`config.mk`:
```
export PLATFORM = sky130hd
export DESIGN_NAME = reg_pipe_vr
export DESIGN_NICKNAME = d
export VERILOG_FILES = /design/src/rtl/reg_pipe_vr_pkg.sv /design/src/rtl/reg_pipe_stage.sv /design/src/rtl/xchecker_reg.sv /design/src/rtl/reg_pipe_vr.sv
export SDC_FILE = /design/constraint.sdc
export NUM_CORES = 1
export LEC_CHECK = 0
export CORE_AREA = 2 2 39 41
export DETAILED_ROUTE_END_ITERATION = 10
export DIE_AREA = 0 0 41 43
export GPL_TIMING_DRIVEN = 0
export PLACE_DENSITY = 0.4
export SLEW_MARGIN = 20
export SYNTH_ARGS = -nofsm -noshare
export SYNTH_HDL_FRONTEND = slang
export SYNTH_SLANG_ARGS = --single-unit
export TNS_END_PERCENT = 1
```
`constraint.sdc`:
```
create_clock -name clk -period 2.8 [get_ports clk]
set_clock_uncertainty 0.05 [all_clocks]
set_input_delay 0.56 -clock clk [delete_from_list [all_inputs] [get_ports clk]]
set_output_delay 0.56 -clock clk [all_outputs]
set_load 0.01 [all_outputs]
```
`src/rtl/reg_pipe_vr_pkg.sv`:
```
// +------------------------------------------------------------------+
// | reg_pipe_vr_pkg : shared helpers and defaults for reg_pipe_vr    |
// | Rev 1.0                                                          |
// +------------------------------------------------------------------+
`default_nettype none

`ifndef LOG2CEIL
`define LOG2CEIL(x) ($clog2(x))
`endif

package reg_pipe_vr_pkg;

  localparam int unsigned DEFAULT_RESET_VAL = 0;
  localparam string       CHK_PREFIX        = "reg_pipe_vr: ";

  // {in_xfer, out_xfer} as seen by the occupancy counter
  typedef enum logic [1:0] {
    XFER_NONE = 2'b00,
    XFER_OUT  = 2'b01,
    XFER_IN   = 2'b10,
    XFER_BOTH = 2'b11
  } xfer_e;

endpackage

`default_nettype wire

```
`src/rtl/reg_pipe_stage.sv`:
```
// +------------------------------------------------------------------+
// | reg_pipe_stage : one valid/data slot of the reg_pipe_vr pipeline |
// | Rev 1.0                                                          |
// +------------------------------------------------------------------+
`default_nettype none

module reg_pipe_stage #(
  parameter int unsigned       DW        = 1,
  parameter logic [DW-1:0]     RESET_VAL = '0
) (
  input  logic          clk,
  input  logic          rst,
  input  logic          clr,
  input  logic          up_vld,
  input  logic [DW-1:0] up_dat,
  input  logic          dn_rdy,
  output logic          rdy,
  output logic          vld,
  output logic [DW-1:0] dat
);

  assign rdy = ~vld | dn_rdy;

  // Data only moves with a valid word so bubbles never toggle the register
  always_ff @(posedge clk) begin
    if (rst || clr) begin
      vld <= 1'b0;
      dat <= RESET_VAL;
    end else if (rdy) begin
      vld <= up_vld;
      if (up_vld) begin
        dat <= up_dat;
      end
    end
  end

endmodule

`default_nettype wire

```
`src/rtl/xchecker_reg.sv`:
```
// +------------------------------------------------------------------+
// | xchecker_reg : flags X/Z on a control input (REG_PIPE_XCHECK_EN) |
// | Rev 1.0                                                          |
// +------------------------------------------------------------------+
`default_nettype none

`ifdef REG_PIPE_XCHECK_EN
module xchecker_reg
  import reg_pipe_vr_pkg::*;
#(
  parameter int unsigned DW          = 1,
  parameter              SIGNAL_NAME = "sig"
) (
  input  logic          clk,
  input  logic          rst,
  input  logic [DW-1:0] sig
);

  always @(posedge clk) begin
    if (!rst) begin
      assert (!$isunknown(sig)) else $error("%s%s is unknown", CHK_PREFIX, SIGNAL_NAME);
    end
  end

endmodule
`endif

`default_nettype wire

```
`src/rtl/reg_pipe_vr.sv`:
```
// +------------------------------------------------------------------+
// | reg_pipe_vr : DEPTH-stage valid/ready pipeline register, DW wide |
// | Optional checkers: define REG_PIPE_XCHECK_EN.  Rev 1.0           |
// +------------------------------------------------------------------+
`default_nettype none

module reg_pipe_vr
  import reg_pipe_vr_pkg::*;
#(
  parameter int unsigned   DW        = 1,
  parameter int unsigned   DEPTH     = 2,
  parameter logic [DW-1:0] RESET_VAL = DW'(DEFAULT_RESET_VAL),
  parameter                REG_NAME  = "reg_pipe"
) (
  input  logic                             clk,
  input  logic                             rst,
  input  logic                             flush,
  input  logic                             in_valid,
  output logic                             in_ready,
  input  logic [DW-1:0]                    in_data,
  output logic                             out_valid,
  input  logic                             out_ready,
  output logic [DW-1:0]                    out_data,
  output logic [`LOG2CEIL(DEPTH+1)-1:0]    level
);

  localparam int unsigned LW = `LOG2CEIL(DEPTH+1);

  logic [DEPTH-1:0] w_vld;
  logic [DEPTH-1:0] w_rdy;
  logic [DEPTH-1:0] w_dn_rdy;
  logic [DW-1:0]    w_dat [DEPTH];
  logic             w_chain;
  logic             w_in_xfer;
  logic             w_out_xfer;
  logic             w_rdy_unused;
  xfer_e            w_xfer;
  logic [LW-1:0]    r_level;

  // Ready seen by each stage, built from the valid flags alone so the chain has no loop
  always_comb begin
    w_chain  = out_ready;
    w_dn_rdy = '0;
    for (int i = DEPTH - 1; i >= 0; i--) begin
      w_dn_rdy[i] = w_chain;
      w_chain     = w_chain | ~w_vld[i];
    end
  end

  assign in_ready     = w_rdy[0] & ~flush & ~rst;
  assign w_in_xfer    = in_valid & in_ready;
  assign w_out_xfer   = out_valid & out_ready & ~flush;
  assign w_rdy_unused = ^w_rdy;

  for (genvar i = 0; i < DEPTH; i++) begin : g_stage
    logic          w_up_vld;
    logic [DW-1:0] w_up_dat;

    if (i == 0) begin : g_head
      assign w_up_vld = w_in_xfer;
      assign w_up_dat = in_data;
    end else begin : g_body
      assign w_up_vld = w_vld[i-1];
      assign w_up_dat = w_dat[i-1];
    end

    reg_pipe_stage #(
      .DW        (DW),
      .RESET_VAL (RESET_VAL)
    ) u_stage (
      .clk    (clk),
      .rst    (rst),
      .clr    (flush),
      .up_vld (w_up_vld),
      .up_dat (w_up_dat),
      .dn_rdy (w_dn_rdy[i]),
      .rdy    (w_rdy[i]),
      .vld    (w_vld[i]),
      .dat    (w_dat[i])
    );
  end

  assign out_valid = w_vld[DEPTH-1];
  assign out_data  = w_dat[DEPTH-1];
  assign level     = r_level;

  assign w_xfer = xfer_e'({w_in_xfer, w_out_xfer});

  always_ff @(posedge clk) begin
    if (rst || flush) begin
      r_level <= '0;
    end else begin
      case (w_xfer)
        XFER_IN:  r_level <= r_level + LW'(1);
        XFER_OUT: r_level <= r_level - LW'(1);
        default:  r_level <= r_level;
      endcase
    end
  end

`ifdef REG_PIPE_XCHECK_EN
  logic          r_stall;
  logic [DW-1:0] r_held;

  xchecker_reg #(.DW(1), .SIGNAL_NAME({"in_valid of ", REG_NAME})) u_xchk_in_valid (
    .clk (clk), .rst (rst), .sig (in_valid)
  );
  xchecker_reg #(.DW(1), .SIGNAL_NAME({"out_ready of ", REG_NAME})) u_xchk_out_ready (
    .clk (clk), .rst (rst), .sig (out_ready)
  );
  xchecker_reg #(.DW(1), .SIGNAL_NAME({"flush of ", REG_NAME})) u_xchk_flush (
    .clk (clk), .rst (rst), .sig (flush)
  );

  always_ff @(posedge clk) begin
    r_stall <= in_valid & ~in_ready & ~rst & ~flush;
    r_held  <= in_data;
  end

  always @(posedge clk) begin
    if (!rst) begin
      assert (int'(r_level) <= int'(DEPTH)) else $error("%s%s level overflow", CHK_PREFIX, REG_NAME);
      if (r_stall && in_valid && !flush) begin
        assert (in_data == r_held) else $error("%s%s in_data changed while stalled", CHK_PREFIX, REG_NAME);
      end
    end
  end
`endif

endmodule

`default_nettype wire

```
==> flow_summary_export.csv <==
group,metric,value,unit
routing,wl,547,µm
die,fp.dieArea,1760,µm²
critical_path,crit_type,"primary input to primary output",
global_routing,grt_pass1_vias,249,
die,initial_core_util,0.194,
layout,drive_gt1_frac,0.114,
yosys,synth-seq-cells,6,
global_routing,grt-ovfl-total,0,
sta,rsz0062_at_grt,"false",
cts,post_cts_buffers,0,
yosys,synth_top_area_frac,0.447,
cts,cts.reportedPaths.clkPinSlew,0.04,ns
cts,worstSkewPairLatency,0.24,ns
cts,cts_buffer_depth,2,
power_and_ir_drop,cellPowerDensity,452,nW/µm²
power_and_ir_drop,combPwrFrac,0.107,
cts,clock_sinks,6,
routing,post_drt_wl_per_cell,9.12,µm
power_and_ir_drop,ir_drop,0.148,mV
sta,setup_tns,0,ns
cts,cts_made_buffers,3,
yosys,async_flop_share,0,
placed_design,place_area,389,µm²
yosys,yosys-top-cells-count,"dfxtp_1 (6), nor2_1 (6), a21oi_1 (3), o21ai_0 (3)",
layout,seqCellArea,120,µm²
critical_path,ff2ff_setup_slack,1.12,ns
global_routing,track_usage,0.0824,
yosys,synth_top_area_cell,"dfxtp_1",
cts,h-tree-depth,1,
yosys,synthCells,32,
critical_path,r2r_start,"g_stage[1].u_stage.vld",
sta,slew_viol_final,0,
critical_path,cp_max_fo,7,
yosys,syn_nets,39,
layout,fin_area,410,µm²
min_path,hp-class,"flip-flop to flip-flop",
cts,cts-root-buf,"clkbuf_4",
die,die_x,41,µm
routing,via_count,260,
yosys,synth_cell_types,15,
layout,area_growth,52.6,%
sta,setup_viol,0,
die,core_area,1380,µm²
sta,fmaxAchievable,381,MHz
layout,fill_cells,162,
global_routing,grt_pass1_wl,959,µm
die,io_pins,11,
power_and_ir_drop,p_sw_frac,0.201,
yosys,synth_edf_count,0,
run,max_cap_viol_count,0,
yosys,avgSynthCellArea,8.41,µm²
die,dieHeight,43,µm
critical_path,cp.arrival,2.02,ns
layout,multi_input_area,140,µm²
outcome,outcome,"completed",
yosys,ys_warn_count,0,
die,fp-row-count,14,
layout,diodes,0,
routing,drc,0,
sta,finalCritPeriodShare,0.939,
global_routing,grt_start_max_net_pins,8,
routing,avgViaCountPerCell,4.33,
yosys,synthFlopType,"dfxtp_1",
sta,relSlewSlack,0.859,
critical_path,worstPathRequired,2.19,ns
power_and_ir_drop,seqPwrFrac,0.480,
routing,antenna_left,0,
min_path,min-delay-start,"g_stage[1].u_stage.dat",
routing,drtIter0Drc,3,
placed_design,io_buffers,10,
yosys,synthTopCellsByArea,"dfxtp_1 (45%), nor2_1 (8.4%), and3b_1 (6.5%), a21oi_1 (5.6%), o21ai_0 (5.6%)",
power_and_ir_drop,p_int,0.148,mW
power_and_ir_drop,power_frac_clock,0.413,
power_and_ir_drop,power.switching,0.0373,mW
critical_path,startpoint_type,"primary input",
cts,cts_tree,"yes",
sta,post-route-min-period,2.63,ns
cts,cts-hold-fix-buffers,0,
yosys,seq_area_frac_synth,0.447,
layout,final_nets,53,
power_and_ir_drop,p_leak,0.155,nW
routing,drt-pass1-iter-count,2,
placed_design,dp_hpwl,454,µm
critical_path,crit_path_start,"flush",
sta,hold_viol,0,
sta,tightest_slew,0.211,ns
placed_design,gp_congestion,0.624,
sta,fin_hold_ws,0.431,ns
global_routing,antenna_found_initial,0,
yosys,synthesis.area,269,µm²
critical_path,critPathCaptureType,"primary output",
cts,cts_resized,0,
registers in the layout, summed over array words and instances, names as in the netlist:
name	count
g_stage.u_stage.dat	2
level	2
g_stage.u_stage.vld	2
worst max-delay path: stages:
cell	delay, ns
clkdlybuf4s50_1	0.41
or2_2	0.38
nor2_2	0.13
clkdlybuf4s50_1	0.54
power by group through the flow:
stage	Combinational (mW)	Clock (mW)	Sequential [mW]
5_1_grt	0.0216	0.0882	0.0890
4_1_cts	0.0201	0.0815	0.0889
3_5_place_dp	0.0200	0	0.0905
6_report	0.0198	0.0765	0.0890
3_3_place_gp	0.0197	0	0.0904
2_1_floorplan	0.00775	0	0.0906
cell type report:
class                           count  area share
Clock buffer                        3      0.0549
Inverter                            2      0.0183
Multi-Input combinational cell     23       0.341
Sequential cell                     6       0.293
Tap cell                           16      0.0488
Timing Repair Buffer               10       0.244
metal layers:
| metal | vias up | global-route usage | routed length [µm] | share of wire |
|---|---|---|---|---|
| met2 | 7 | 0.103 | 267 | 0.49 |
| met5 | - | 0 | 0 | 0 |
| met1 | 121 | 0.110 | 235 | 0.43 |
| li1 | 132 | - | - | - |
| met4 | 0 | 0.0600 | 0 | 0 |
| met3 | 0 | 0.0314 | 44 | 0.080 |
cell families (layout without fill, tap and decap cells):
logic type	Yosys count	count (layout)	synth area share
flops	6	6	0.447
xor+xnor	2	2	0.0651
simple gates	14	14	0.288
fa+ha+maj	1	1	0.0465
buf+inv	3	15	0.0419
compound gates	6	6	0.112
path summary, 6_finish.rpt:
check | end | depth (start not counted)
max | in_ready | 4
min | g_stage[1].u_stage.dat | 2
max reg2reg | level[1] | 6
min reg2reg | g_stage[1].u_stage.dat | 2
through the flow:
step,util,std cells,setup slack [ns],total power [mW]
floorplan,-,32,0.616,0.0983
global placement,0.281,58,0.0391,0.110
detailed placement,0.281,58,0.0218,0.111
CTS,0.297,61,0.00811,0.191
global route,0.297,60,0.0967,0.199
finish,0.297,60,0.172,0.185
cell usage in the layout, fill, tap and decap left out:
master            n
a21oi_1           3
and3b_1           2
or3_1             1
xor2_1            1
inv_1             2
o21ai_0           3
clkbuf_4          3
nand3b_1          2
ha_1              1
or2_2             1
nor2_1            5
xnor2_1           1
nand2_1           1
nor2_2            1
nor2b_1           1
clkdlybuf4s50_1  10
dfxtp_1           6
Note: power is estimated with default switching activity, not from simulation.
